`config.mk`:
```
export PLATFORM = sky130hd
export DESIGN_NAME = instruction_fetch_unit
export DESIGN_NICKNAME = d
export VERILOG_FILES = /design/src/rtl/instruction_fetch_unit.sv
export SDC_FILE = /design/constraint.sdc
export NUM_CORES = 1
export LEC_CHECK = 0
export CAP_MARGIN = 5
export CORE_MARGIN = 4
export CORE_UTILIZATION = 26
export DETAILED_ROUTE_END_ITERATION = 12
export GPL_ROUTABILITY_DRIVEN = 0
export REMOVE_ABC_BUFFERS = 1
export SETUP_SLACK_MARGIN = 0.3
export SLEW_MARGIN = 20
export SYNTH_ARGS = -nofsm -noshare
export SYNTH_HDL_FRONTEND = slang
export SYNTH_SLANG_ARGS = --single-unit
```
`constraint.sdc`:
```
create_clock -name Clock -period 5.1 [get_ports Clock]
set_input_delay 0.765 -clock Clock [delete_from_list [all_inputs] [get_ports Clock]]
set_output_delay 0.765 -clock Clock [all_outputs]
set_load 0.05 [all_outputs]
```
`src/rtl/instruction_fetch_unit.sv`:
```
// ============================================================================
// instruction_fetch_unit : PC sequencer, ROM addressing and prefetch queue
// Revision: 1.0
// ============================================================================
`default_nettype none

module instruction_fetch_unit #(
  parameter int FIFO_DEPTH = 2,
  parameter int ADDR_W     = 16,
  parameter int INSTR_W    = 28
) (
  input  logic               Clock,
  input  logic               Reset,
  output logic [ADDR_W-1:0]  oRomAddress,
  input  logic [INSTR_W-1:0] iRomInstruction,
  output logic [INSTR_W-1:0] oInstruction,
  output logic [ADDR_W-1:0]  oInstrPC,
  output logic               oValid,
  input  logic               iReady,
  input  logic               iBranchTaken,
  input  logic [ADDR_W-1:0]  iBranchTarget,
  input  logic               iHalt,
  output logic               oHalted
);

  localparam int PTR_W = (FIFO_DEPTH > 1) ? $clog2(FIFO_DEPTH) : 1;
  localparam int CNT_W = $clog2(FIFO_DEPTH + 1);
  localparam logic [CNT_W-1:0] C_DEPTH = CNT_W'(FIFO_DEPTH);

  typedef enum logic [0:0] {
    ST_RUN  = 1'b0,
    ST_HALT = 1'b1
  } state_t;

  state_t              r_state;
  logic [ADDR_W-1:0]   r_pc;
  logic [INSTR_W-1:0]  r_data [FIFO_DEPTH];
  logic [ADDR_W-1:0]   r_addr [FIFO_DEPTH];
  logic [PTR_W-1:0]    r_wr_ptr;
  logic [PTR_W-1:0]    r_rd_ptr;
  logic [CNT_W-1:0]    r_count;
  logic                r_valid;
  logic [INSTR_W-1:0]  r_instr;
  logic [ADDR_W-1:0]   r_instr_pc;

  logic                w_pop;
  logic                w_push;
  logic [PTR_W-1:0]    w_rd_ptr_nxt;
  logic [PTR_W-1:0]    w_wr_ptr_nxt;
  logic [CNT_W-1:0]    w_count_nxt;
  logic [INSTR_W-1:0]  w_head_data;
  logic [ADDR_W-1:0]   w_head_addr;

  always_comb begin
    w_pop        = r_valid & iReady;
    w_push       = (r_state == ST_RUN) & ~iBranchTaken & ((r_count < C_DEPTH) | w_pop);
    w_rd_ptr_nxt = '0;
    w_wr_ptr_nxt = '0;
    w_count_nxt  = '0;
    if (!iBranchTaken) begin
      w_rd_ptr_nxt = r_rd_ptr + PTR_W'(w_pop);
      w_wr_ptr_nxt = r_wr_ptr + PTR_W'(w_push);
      case ({w_push, w_pop})
        2'b10:   w_count_nxt = r_count + CNT_W'(1);
        2'b01:   w_count_nxt = r_count - CNT_W'(1);
        default: w_count_nxt = r_count;
      endcase
    end
  end

  // The next head is the word being pushed this cycle when it lands in the
  // slot the read pointer is about to point at (queue empty or draining to empty).
  always_comb begin
    w_head_data = r_data[w_rd_ptr_nxt];
    w_head_addr = r_addr[w_rd_ptr_nxt];
    if (w_push && (r_wr_ptr == w_rd_ptr_nxt)) begin
      w_head_data = iRomInstruction;
      w_head_addr = r_pc;
    end
  end

  always_ff @(posedge Clock) begin
    if (w_push) begin
      r_data[r_wr_ptr] <= iRomInstruction;
      r_addr[r_wr_ptr] <= r_pc;
    end
  end

  always_ff @(posedge Clock) begin
    if (!Reset) begin
      r_state    <= ST_RUN;
      r_pc       <= '0;
      r_wr_ptr   <= '0;
      r_rd_ptr   <= '0;
      r_count    <= '0;
      r_valid    <= 1'b0;
      r_instr    <= '0;
      r_instr_pc <= '0;
    end else begin
      if (iBranchTaken) begin
        r_pc <= iBranchTarget;
      end else if (w_push) begin
        r_pc <= r_pc + ADDR_W'(1);
      end
      r_wr_ptr <= w_wr_ptr_nxt;
      r_rd_ptr <= w_rd_ptr_nxt;
      r_count  <= w_count_nxt;
      r_valid  <= (w_count_nxt != '0);
      if (w_count_nxt != '0) begin
        r_instr    <= w_head_data;
        r_instr_pc <= w_head_addr;
      end else begin
        r_instr    <= '0;
        r_instr_pc <= '0;
      end
      r_state <= iHalt ? ST_HALT : ST_RUN;
    end
  end

  assign oRomAddress  = r_pc;
  assign oValid       = r_valid;
  assign oInstruction = r_instr;
  assign oInstrPC     = r_instr_pc;
  assign oHalted      = (r_state == ST_HALT);

endmodule

`default_nettype wire

```
==> out/metrics.yaml <==
place:
  portBuffers: 110
  dp.final_hpwl_um: 9812
  post_dp_cell_area_mm2: 0.007571
timing:
  fin_crit_sh_pct: 66.34
  final_max_slew_viol_count: 0
  rsz0062_at_grt: "no"
  maxSlewHeadroom_pct: 27.57
  tightestPinTransition_ns: 1.086
  skew_ns: 0.01275
  finalSetupTns_ns: 0
  fmax_mhz: 295.6
  setup_viol_count_final: 0
  hold_violations: 0
  period_minus_slack_ns: 3.383
clock_network:
  post_cts_buffers: 0
  clk_pin_slew_ns: 0.06
  cts_resized: 0
  clock-root-buffer: "clkbuf_16"
  clk-insertion-delay-late_ns: 0.42
  cts_tree: "built"
  clock_path_buffers: 2
  ctsHtreeMaxLevel: 4
  hold_buffers: 0
  cts.sinks: 154
  numCtsBuffers: 17
die:
  die_h_um: 162.0
  rows: 56
  initial_core_util_pct: 26.36
  core_area_mm2: 0.02340
  die-area_mm2: 0.02626
  die_w_um: 162.0
  io_pins: 111
logic_synthesis:
  syn_inst: 433
  synth-seq-cells: 154
  ys.flop_type: "edfxtp_1"
  yosysSeqAreaShare_pct: 64.25
  synthDistinctLibCells: 55
  ys_warn_count: 0
  synth_top_area_share_pct: 42.83
  synth_edf_count: 88
  netlist.top_cell.by_area: "edfxtp_1"
  syn_area_mm2: 0.006170
  avgSynthCellArea_um2: 14.25
  async_reset_ff_share_pct: 0
  yosys-top-cells-area: "edfxtp_1 43%, dfxtp_1 21%, a211oi_1 6.6%"
layout:
  stdcell_area_mm2: 0.008239
  nets: 591
  antenna_cells: 0
  syn2layout_area_growth_pct: 33.54
  layout-drive-gt1-share_pct: 13.07
setup_path:
  cp.arrival_ns: 3.61
  regToRegSetupSlack_ns: 2.15
  critical_path_buf_inv_count: 2
  max_stage_delay_ns: 0.88
  crit_slowest_cell: "a21o_1"
  worstPathMaxFanout: 47
  startpoint_type: "input pin"
  crit_required_ns: 5.33
  worstSetupPathType: "in -> reg"
  path_cells: "clkdlybuf4s50_1 -> a21boi_2 -> or3_4 -> buf_4 -> a21o_1 -> a211oi_1"
  path_delay_family: "compound AO/OA/AOI/OAI gates"
  end_kind: "flip-flop"
power_and_ir_drop:
  power_leakage_nw: 3.084
  power_w: 0.003081
  vdd_drop_max_mv: 0.1866
  powerDensity_mw_per_mm2: 373.9
global_route:
  grt_max_degree: 48
  antenna_found_initial: 0
  grt_pass1_wl_um: 23400
  gr-total-overflow: 0
  grt_pass1_vias: 4181
  track_usage_pct: 11.47
drt:
  wl_per_cell_um: 17.64
  antenna_left: 0
  viasPerCell: 4.716
  drtIter0Drc: 229
  first_pass_iters: 4
  route.vias.total: 4103
  totalWireLength_um: 15350
  drc_errors: 0
outcome:
  status: "completed"
min_path:
  min_path_type: "reg -> reg"
job:
  cap_violations: 0
stage by stage:
step	util, %	setup WS (ns)	hold slack, ns	instances
2_1_floorplan	-	0.6715	0.4801	402
3_3_place_gp	32.35	1.347	0.5498	837
3_5_place_dp	32.35	1.265	0.5625	837
4_1_cts	35.00	1.709	0.5815	869
5_1_grt	35.21	1.543	0.5971	870
6_report	35.21	1.717	0.5789	870
final cells by class:
cell class / instances / area [um^2]
Timing Repair Buffer: 117 / 1174
Clock buffer: 19 / 452.9
Clock inverter: 13 / 167.7
Inverter: 6 / 22.52
Multi-Input combinational cell: 242 / 2059
Fill cell: 2271 / 15160
Tap cell: 319 / 399.1
Sequential cell: 154 / 3964
placed cells by master, fill, tap and decap left out, types with 3 or more instances in the layout:
master / n
nor2b_1: 3
buf_4: 6
clkbuf_16: 17
o211a_1: 18
nand3_1: 3
nor4_1: 3
nand2b_1: 7
clkinvlp_4: 5
bufinv_16: 3
and2_1: 4
a211oi_1: 54
edfxtp_1: 88
nor4b_1: 3
clkdlybuf4s50_1: 110
mux2i_1: 29
nor3_1: 4
nor3b_1: 4
nand4_1: 6
a21oi_1: 11
dfxtp_1: 66
o21ai_0: 12
a211o_1: 15
mux2_2: 15
inv_1: 4
nor2_1: 4
xnor2_1: 9
o311a_1: 3
synth_stat cells, types with 3 or more instances:
master / number
edfxtp_1: 88
dfxtp_1: 66
a211oi_1: 54
mux2i_1: 29
o211a_1: 18
a211o_1: 15
mux2_2: 15
buf_2: 13
o21ai_0: 12
a21oi_1: 11
xnor2_1: 9
clkbuf_1: 8
nand2b_1: 7
nand4_1: 6
and2_1: 4
ha_1: 4
inv_1: 4
nor2_1: 4
nor3_1: 4
nor3b_1: 4
buf_4: 3
buf_6: 3
nand3_1: 3
nor2b_1: 3
nor4_1: 3
nor4b_1: 3
o311a_1: 3
worst reg2reg max path, delay by kind of cell, from the launching register on:
| family | cells | cell delay, ns |
|---|---|---|
| AOI/OAI and AO/OA | 3 | 1.62 |
| DFF | 1 | 0.44 |
| buffers and inverters | 1 | 0.49 |
| and+or+nand+nor | 1 | 0.23 |
logic make-up (layout without fill, tap and decap cells):
kind of cell             count (synthesis)  after routing  share of synthesized area (%)
flip-flops                             154            154                          64.25
AO/OA/AOI/OAI                          131            131                          16.97
AND/OR/NAND/NOR                         51             51                          5.577
multiplexers                            45             45                          7.625
buffers and inverters                   37            155                          3.204
XOR/XNOR                                11             11                          1.562
adder cells (fa/ha/maj)                  4              4                         0.8112
state kept, by name (all words and copies together), names as in the netlist:
name and flops:
oHalted 1, oInstrPC 16, oInstruction 28, oRomAddress 16, oValid 1, r_addr 32
r_count 2, r_data 56, r_rd_ptr 1, r_wr_ptr 1
final timing paths:
path | start | endpoint | depth (start not counted)
worst max register to register | r_count[1]$_SDFF_PN0_ | oInstruction[12]$_SDFF_PN0_ | 5
worst min register to register | oRomAddress[15]$_SDFFE_PN0P_ | r_addr[0][15]$_DFFE_PP_ | 0
worst min-delay path | oRomAddress[15]$_SDFFE_PN0P_ | r_addr[0][15]$_DFFE_PP_ | 0
worst max-delay path | iReady | oInstruction[12]$_SDFF_PN0_ | 6
routing by layer:
metal  track usage (%)  vias up  share of wire [%]
met5                 0        -                  0
met4             3.268        0                1.1
met3             3.578       11                7.1
met2             17.66      155                 46
met1             15.65     2012                 45
li1                  -     1925                  -
power by group:
| group | internal [W] | total [W] | switching (W) |
|---|---|---|---|
| logic | 0.000138 | 0.000354 | 0.000216 |
| registers | 0.00138 | 0.00142 | 0.0000406 |
| clock network | 0.000800 | 0.00131 | 0.000510 |
| total | 0.00231 | 0.00308 | 0.000766 |
No activity file was read; power rests on OpenSTA's default activity.
